<file path="src/rtl/online_otf_converter.sv">
// Online (MSD-first) signed-digit to two's-complement converter using on-the-fly Q/QM registers.
// Optional ONLINE_OTF_BACKTOBACK_EN: accept the next word's MSD in the same cycle the result is taken.
module online_otf_converter #(
    parameter int N = 8
) (
    input  logic       clk,
    input  logic       rst_n,
    input  logic       in_valid,
    output logic       in_ready,
    input  logic       in_p,
    input  logic       in_n,
    output logic       out_valid,
    input  logic       out_ready,
    output logic [N:0] out_data
);

    localparam int CW = (N > 1) ? $clog2(N) : 1;

    typedef enum logic {COLLECT, HOLD} state_t;

    state_t        state, state_nxt;
    logic [N:0]    q, qm, q_upd, qm_upd;
    logic [CW-1:0] cnt;
    logic          accept, last, dig_pos, dig_neg;

    // Code 11 decodes as zero, same as 00.
    assign dig_pos = in_p & ~in_n;
    assign dig_neg = in_n & ~in_p;
    assign accept  = in_valid & in_ready;
    assign last    = (cnt == CW'(N - 1));

    // QM tracks Q-1, so a -1 digit selects QM instead of propagating a borrow.
    always_comb begin
        q_upd  = {q[N-1:0], 1'b0};
        qm_upd = {qm[N-1:0], 1'b1};
        if (dig_pos) begin
            q_upd  = {q[N-1:0], 1'b1};
            qm_upd = {q[N-1:0], 1'b0};
        end else if (dig_neg) begin
            q_upd  = {qm[N-1:0], 1'b1};
            qm_upd = {qm[N-1:0], 1'b0};
        end
    end

    always_ff @(posedge clk or negedge rst_n) begin
        if (!rst_n) state <= COLLECT;
        else        state <= state_nxt;
    end

    always_comb begin
        state_nxt = state;
        case (state)
            COLLECT: if (accept && last) state_nxt = HOLD;
            HOLD: begin
                if (out_ready) begin
`ifdef ONLINE_OTF_BACKTOBACK_EN
                    state_nxt = (accept && last) ? HOLD : COLLECT;
`else
                    state_nxt = COLLECT;
`endif
                end
            end
            default: state_nxt = COLLECT;
        endcase
    end

    always_comb begin
        in_ready  = (state == COLLECT);
        out_valid = (state == HOLD);
`ifdef ONLINE_OTF_BACKTOBACK_EN
        if (state == HOLD) in_ready = out_ready;
`endif
    end

    // Q/QM are cleared when a word completes, so an MSD accepted in HOLD starts a fresh word.
    always_ff @(posedge clk or negedge rst_n) begin
        if (!rst_n) begin
            q        <= '0;
            qm       <= '1;
            cnt      <= '0;
            out_data <= '0;
        end else if (accept) begin
            if (last) begin
                q        <= '0;
                qm       <= '1;
                cnt      <= '0;
                out_data <= q_upd;
            end else begin
                q   <= q_upd;
                qm  <= qm_upd;
                cnt <= cnt + CW'(1);
            end
        end
    end

endmodule
</file>
<file path="config.mk">
export PLATFORM = sky130hd
export DESIGN_NAME = online_otf_converter
export DESIGN_NICKNAME = d
export VERILOG_FILES = /design/src/rtl/online_otf_converter.sv
export SDC_FILE = /design/constraint.sdc
export NUM_CORES = 1
export LEC_CHECK = 0
export ABC_CLOCK_PERIOD_IN_PS = 1800
export CORE_ASPECT_RATIO = 1.2
export CORE_MARGIN = 5
export CORE_UTILIZATION = 40
export CTS_BUF_LIST = sky130_fd_sc_hd__clkbuf_8
export DETAILED_ROUTE_END_ITERATION = 10
export PLACE_DENSITY = 0.63
export SYNTH_ARGS = -nofsm -noshare
export SYNTH_HDL_FRONTEND = slang
export SYNTH_SLANG_ARGS = --single-unit
</file>
<file path="constraint.sdc">
create_clock -name clk -period 1.8 [get_ports clk]
set_input_delay 0.18 -clock clk [delete_from_list [all_inputs] [get_ports clk]]
set_output_delay 0.18 -clock clk [all_outputs]
set_load 0.01 [all_outputs]
</file>
### After elaboration in Yosys (flattened, before gate mapping)

Cells that the tools add are included.

* add/sub/neg operators: 1
* equal/unequal tests: 1
* mux-type cells: 10
* bitwise operators: 6
* reductions and logical operators: 2

Operator list (count)
* $mux W8: 3
* $mux W9: 2
* $add A3 B1 Y3 const B: 1
* $and A1 B1 Y1: 3
* $eq A3 B3 Y1 const B: 1
* $mux W1: 3
* $mux W3: 1
* $not A1 Y1: 3
* $pmux W1 S2: 1
* $reduce_and A2 Y1: 1
* $logic_and A1 B1 Y1: 1

* register bits after elaboration: 29
* bits of input ports: 6
* output and inout bits: 11
* word-level logic and storage cells: 25

### Depth between registers and ports, before layout

* depth in word-level cells: 5
* mapped depth: 6
* depth with buffers taken out: 5

### Worst setup path before layout

OpenSTA, ideal clock, no wires.

* path kind: flip-flop to flip-flop
* from: register cnt[0]
* to: register state (netlist: out_valid)
* arrival time: 1.176 ns
* required time: 1.674 ns
* path slack: 0.498 ns
* stages on the path, launching flop included: 6
* buffers on the path: 1
* path through: dfrtp_1 ha_1 ha_1 nand3b_4 buf_2 o21ai_1

* cells in the longest elaborated chain, start to end: 4

RTL lines
* from (decl): RTL line 23 `logic [CW-1:0] cnt;`
* from (signal assigned): RTL line 91 `cnt <= cnt + CW'(1);`
* $eq A3 B3 Y1: RTL line 30 `assign last = (cnt == CW'(N - 1));`
* $logic_and A1 B1 Y1: RTL line 53 `COLLECT: if (accept && last) state_nxt = HOLD;`
* $mux W1: RTL line 53
* $pmux W1 S2: RTL line 52 `case (state)`
* named net state_nxt: RTL line 21 `state_t state, state_nxt;`
* to (signal assigned): RTL line 47 `else state <= state_nxt;`
* to (decl): RTL line 21

The timed path passes the listed nets, and every way through them passes these cells.
A chain may end at the register's enable or synchronous reset.

### Worst setup path after layout

* from: input in_n
* to: register q[2]

* cells in the longest elaborated chain, start to end: 4
* elaborated cells between the ends (all ways): 6
* classes of those cells: 3 x mux; 3 x bitwise

RTL lines
* from (decl): RTL line 11 `input logic in_n,`
* $and A1 B1 Y1 or $not A1 Y1 (tied branches): RTL line 28, 27
* $mux W9 or $and A1 B1 Y1 (tied branches): RTL line 39, 27
* $mux W9 (*): RTL line 36 `if (dig_pos) begin`
* $mux W8 (*): RTL line 83 `if (last) begin`
* to (signal assigned): RTL line 89 `q <= q_upd;`
* to (decl): RTL line 22 `logic [N:0] q, qm, q_upd, qm_upd;`

Mark *: on every way between the ends. The rest lies on a longest branch, timed or not.

==> flow_metrics.env <==
export IMPL_final_max_slew_viol_count=0
export IMPL_synth_area_sq_um=1340
export IMPL_sequentialPowerShare=0.478
export IMPL_fp_row_count=23
export IMPL_path_clk_slew_ns=0.06
export IMPL_num_nets_final=160
export IMPL_fill_cells=309
export IMPL_io_buffer_count=16
export IMPL_period_share=0.869
export IMPL_effective_utilization_at_floorplan=0.409
export IMPL_setup_repair_after_global_routing_missed_its_margin="no"
export IMPL_final_common_cell="sky130_fd_sc_hd__nand2_1"
export IMPL_detailed_place_hpwl_um=1900
export IMPL_clock_buffer_count_from_cts=5
export IMPL_net_switching_power_figure_mw=0.815
export IMPL_globalRouteTotalUtil=0.131
export IMPL_antenna_violating_nets_post_route=0
export IMPL_drive_gt1_frac=0.135
export IMPL_final_core_utilization=0.495
export IMPL_remaining_drc_errors=0
export IMPL_cts_sinks=29
export IMPL_grt_ovfl_total=0
export IMPL_maximum_clock_path_buffer_count=2
export IMPL_powerDensity_nw_per_um2=1530
export IMPL_wl_per_cell_um=14.2
export IMPL_max_vdd_ir_drop_mv=0.805
export IMPL_synth_seq_cells=29
export IMPL_tightestPinTransition_ns=0.399
export IMPL_clock_latency_of_the_later_clocked_register_in_the_worst_skew_pair_ns=0.28
export IMPL_clock_power_share=0.193
export IMPL_worst_hold_path_type="input pin to asynchronous set/reset pin"
export IMPL_wire_length_of_the_first_global_routing_pass_um=4620
export IMPL_synth_top_area_frac=0.392
export IMPL_io_pins=17
export IMPL_run_status="finished, final reports clean"
export IMPL_maximum_level_of_the_cts_h_tree=2
export IMPL_fp_dieH_um=73.4
export IMPL_synth_cells=125
export IMPL_synthToLayoutAreaGrowth_pct=21.1
export IMPL_drt_iter0_markers=20
export IMPL_post_cts_resize_count=0
export IMPL_fin_skew_ns=0.00492
export IMPL_worstSetupStartpointType="input pin"
export IMPL_detail_route_first_pass_iterations=4
export IMPL_static_leakage_power_nw=0.790
export IMPL_postLayoutSetupSlackWorst_ns=0.236
export IMPL_drt_wl_total_um=2620
export IMPL_totalPowerFinal_mw=2.49
export IMPL_yosys_warnings=0
export IMPL_syn_avg_cell_area_sq_um=10.7
export IMPL_tritoncts="built"
export IMPL_hold_viol=0
export IMPL_floorplan_core_area_sq_um=3280
export IMPL_endpoint_kind="flop"
export IMPL_most_common_layout_cells="22 x sky130_fd_sc_hd__nand2_1, 21 x sky130_fd_sc_hd__dfrtp_1, 17 x sky130_fd_sc_hd__o21ai_1"
export IMPL_netlist_cell_type_count=21
export IMPL_mappedNetlistNets=138
export IMPL_postCtsSetupBuffers=0
export IMPL_power_switching_share=0.327
export IMPL_vias_per_cell=5.02
export IMPL_synth_sequential_area_ratio=0.549
export IMPL_vias=928
export IMPL_placement_setup_worst_slack_ns=-0.0821
export IMPL_timing_critical_path_fanout_max=6
export IMPL_critPathArrivalTime_ns=1.71
export IMPL_number_of_antenna_violations_at_the_first_check_in_global_routing=0
export IMPL_timing_slew_headroom=0.734
export IMPL_grt_max_degree=30
export IMPL_antennaDiodeCount=0
export IMPL_intPower_mw=1.68
export IMPL_routability_congestion=0.702
export IMPL_grt_pass1_vias=1000
export IMPL_cts_root_buffer_cell="sky130_fd_sc_hd__clkbuf_8"
export IMPL_max_freq_mhz=639
export IMPL_report_final_setup_viol=0
export IMPL_max_cap_violation_count=0
export IMPL_netlist_top_cells_area="sky130_fd_sc_hd__dfrtp_1 39%, sky130_fd_sc_hd__dfstp_2 16%, sky130_fd_sc_hd__mux2i_1 11%"
export IMPL_cts_hold_buffers_added=0
export IMPL_comb_power_share=0.329
export IMPL_final_min_clock_period_ns=1.56
export IMPL_die_width_um=62.9
export IMPL_worstPathRequired_ns=1.95
export IMPL_criticalPathCategory="input pin to flop"
export IMPL_yosysTopAreaCell="sky130_fd_sc_hd__dfrtp_1"
export IMPL_die_area_sq_um=4620
[cell families (layout without fill, tap and decap cells)]
family          count (synthesis)  count (layout)  share of synthesized area
flops                          29              29                      0.549
compound gates                 26              26                      0.101
fa+ha+maj                       7               7                     0.0653
simple gates                   40              40                      0.140
buf+inv                         8              31                     0.0336
mux                            15              15                      0.112
[per-stage QoR]
| stage | instances | cell area, sq um | hold WS, ns | TNS [ns] |
|---|---|---|---|---|
| 5_1_grt | 185 | 1620 | 0.305 | 0 |
| 6_report | 185 | 1620 | 0.280 | 0 |
| 2_1_floorplan | 125 | 1340 | -0.116 | 0 |
| 3_5_place_dp | 177 | 1540 | 0.472 | -0.554 |
| 4_1_cts | 185 | 1620 | 0.289 | 0 |
| 3_3_place_gp | 177 | 1540 | 0.468 | 0 |
[worst max-delay path: stages]
cell	delay, ns
sky130_fd_sc_hd__clkdlybuf4s50_1	0.52
sky130_fd_sc_hd__inv_1	0.07
sky130_fd_sc_hd__ha_1	0.21
sky130_fd_sc_hd__nand2b_1	0.33
sky130_fd_sc_hd__mux2i_1	0.30
sky130_fd_sc_hd__o21ai_1	0.10
[state kept, by name (all words and copies together), names as in the netlist]
register,flops
out_valid,1
out_data,9
q,8
qm,8
cnt,3
[power by group through the flow]
stage | logic, mW | clock network (mW) | registers [mW]
6_report | 0.819 | 0.482 | 1.19
5_1_grt | 0.922 | 0.530 | 1.24
4_1_cts | 0.841 | 0.499 | 1.20
3_5_place_dp | 0.838 | 0 | 1.21
3_3_place_gp | 0.810 | 0 | 1.19
2_1_floorplan | 0.455 | 0 | 1.21
[cells in the mapped netlist]
| library cell | n |
|---|---|
| sky130_fd_sc_hd__a21o_1 | 2 |
| sky130_fd_sc_hd__a21oi_1 | 7 |
| sky130_fd_sc_hd__and2b_1 | 1 |
| sky130_fd_sc_hd__buf_2 | 2 |
| sky130_fd_sc_hd__buf_4 | 1 |
| sky130_fd_sc_hd__buf_6 | 1 |
| sky130_fd_sc_hd__clkbuf_2 | 1 |
| sky130_fd_sc_hd__dfrtp_1 | 21 |
| sky130_fd_sc_hd__dfstp_2 | 8 |
| sky130_fd_sc_hd__ha_1 | 7 |
| sky130_fd_sc_hd__inv_1 | 3 |
| sky130_fd_sc_hd__mux2i_1 | 15 |
| sky130_fd_sc_hd__nand2_1 | 22 |
| sky130_fd_sc_hd__nand2b_1 | 2 |
| sky130_fd_sc_hd__nand2b_2 | 1 |
| sky130_fd_sc_hd__nand3b_4 | 1 |
| sky130_fd_sc_hd__nor2_1 | 9 |
| sky130_fd_sc_hd__nor2_2 | 1 |
| sky130_fd_sc_hd__nor2b_1 | 1 |
| sky130_fd_sc_hd__nor3_1 | 2 |
| sky130_fd_sc_hd__o21ai_1 | 17 |
[layer usage]
metal  up-vias  part of all wire  global-route usage
met4         0             0.020              0.0637
met2        14              0.50               0.225
li1        458                 -                   -
met1       451              0.44               0.145
met5         -                 0                   0
met3         5             0.034              0.0443
[area by class of cell]
type	count	area, sq um	area share
flip-flops and latches	29	736	0.453
multi-input cells	88	561	0.345
repair buffers	20	190	0.117
clock buffers	5	68.8	0.0424
well taps	37	46.3	0.0285
clock inverters	3	11.3	0.00693
inverters	3	11.3	0.00693
[path summary, 6_finish.rpt]
check	start	cells past startpoint	slack, ns	to
worst max-delay path	in_n	6	0.24	q[2]$_DFFE_PN0P_
min in group clk	out_ready	2	0.46	out_valid$_DFF_PN0_
worst min-delay path	rst_n	2	0.28	cnt[1]$_DFFE_PN0P_
worst min register to register	out_data[8]$_DFFE_PN0P_	2	0.48	out_data[8]$_DFFE_PN0P_
max in group asynchronous	rst_n	2	1.21	qm[6]$_DFFE_PN1P_
worst max register to register	cnt[0]$_DFFE_PN0P_	4	0.36	q[1]$_DFFE_PN0P_
Note: power is estimated with default switching activity, not from simulation.
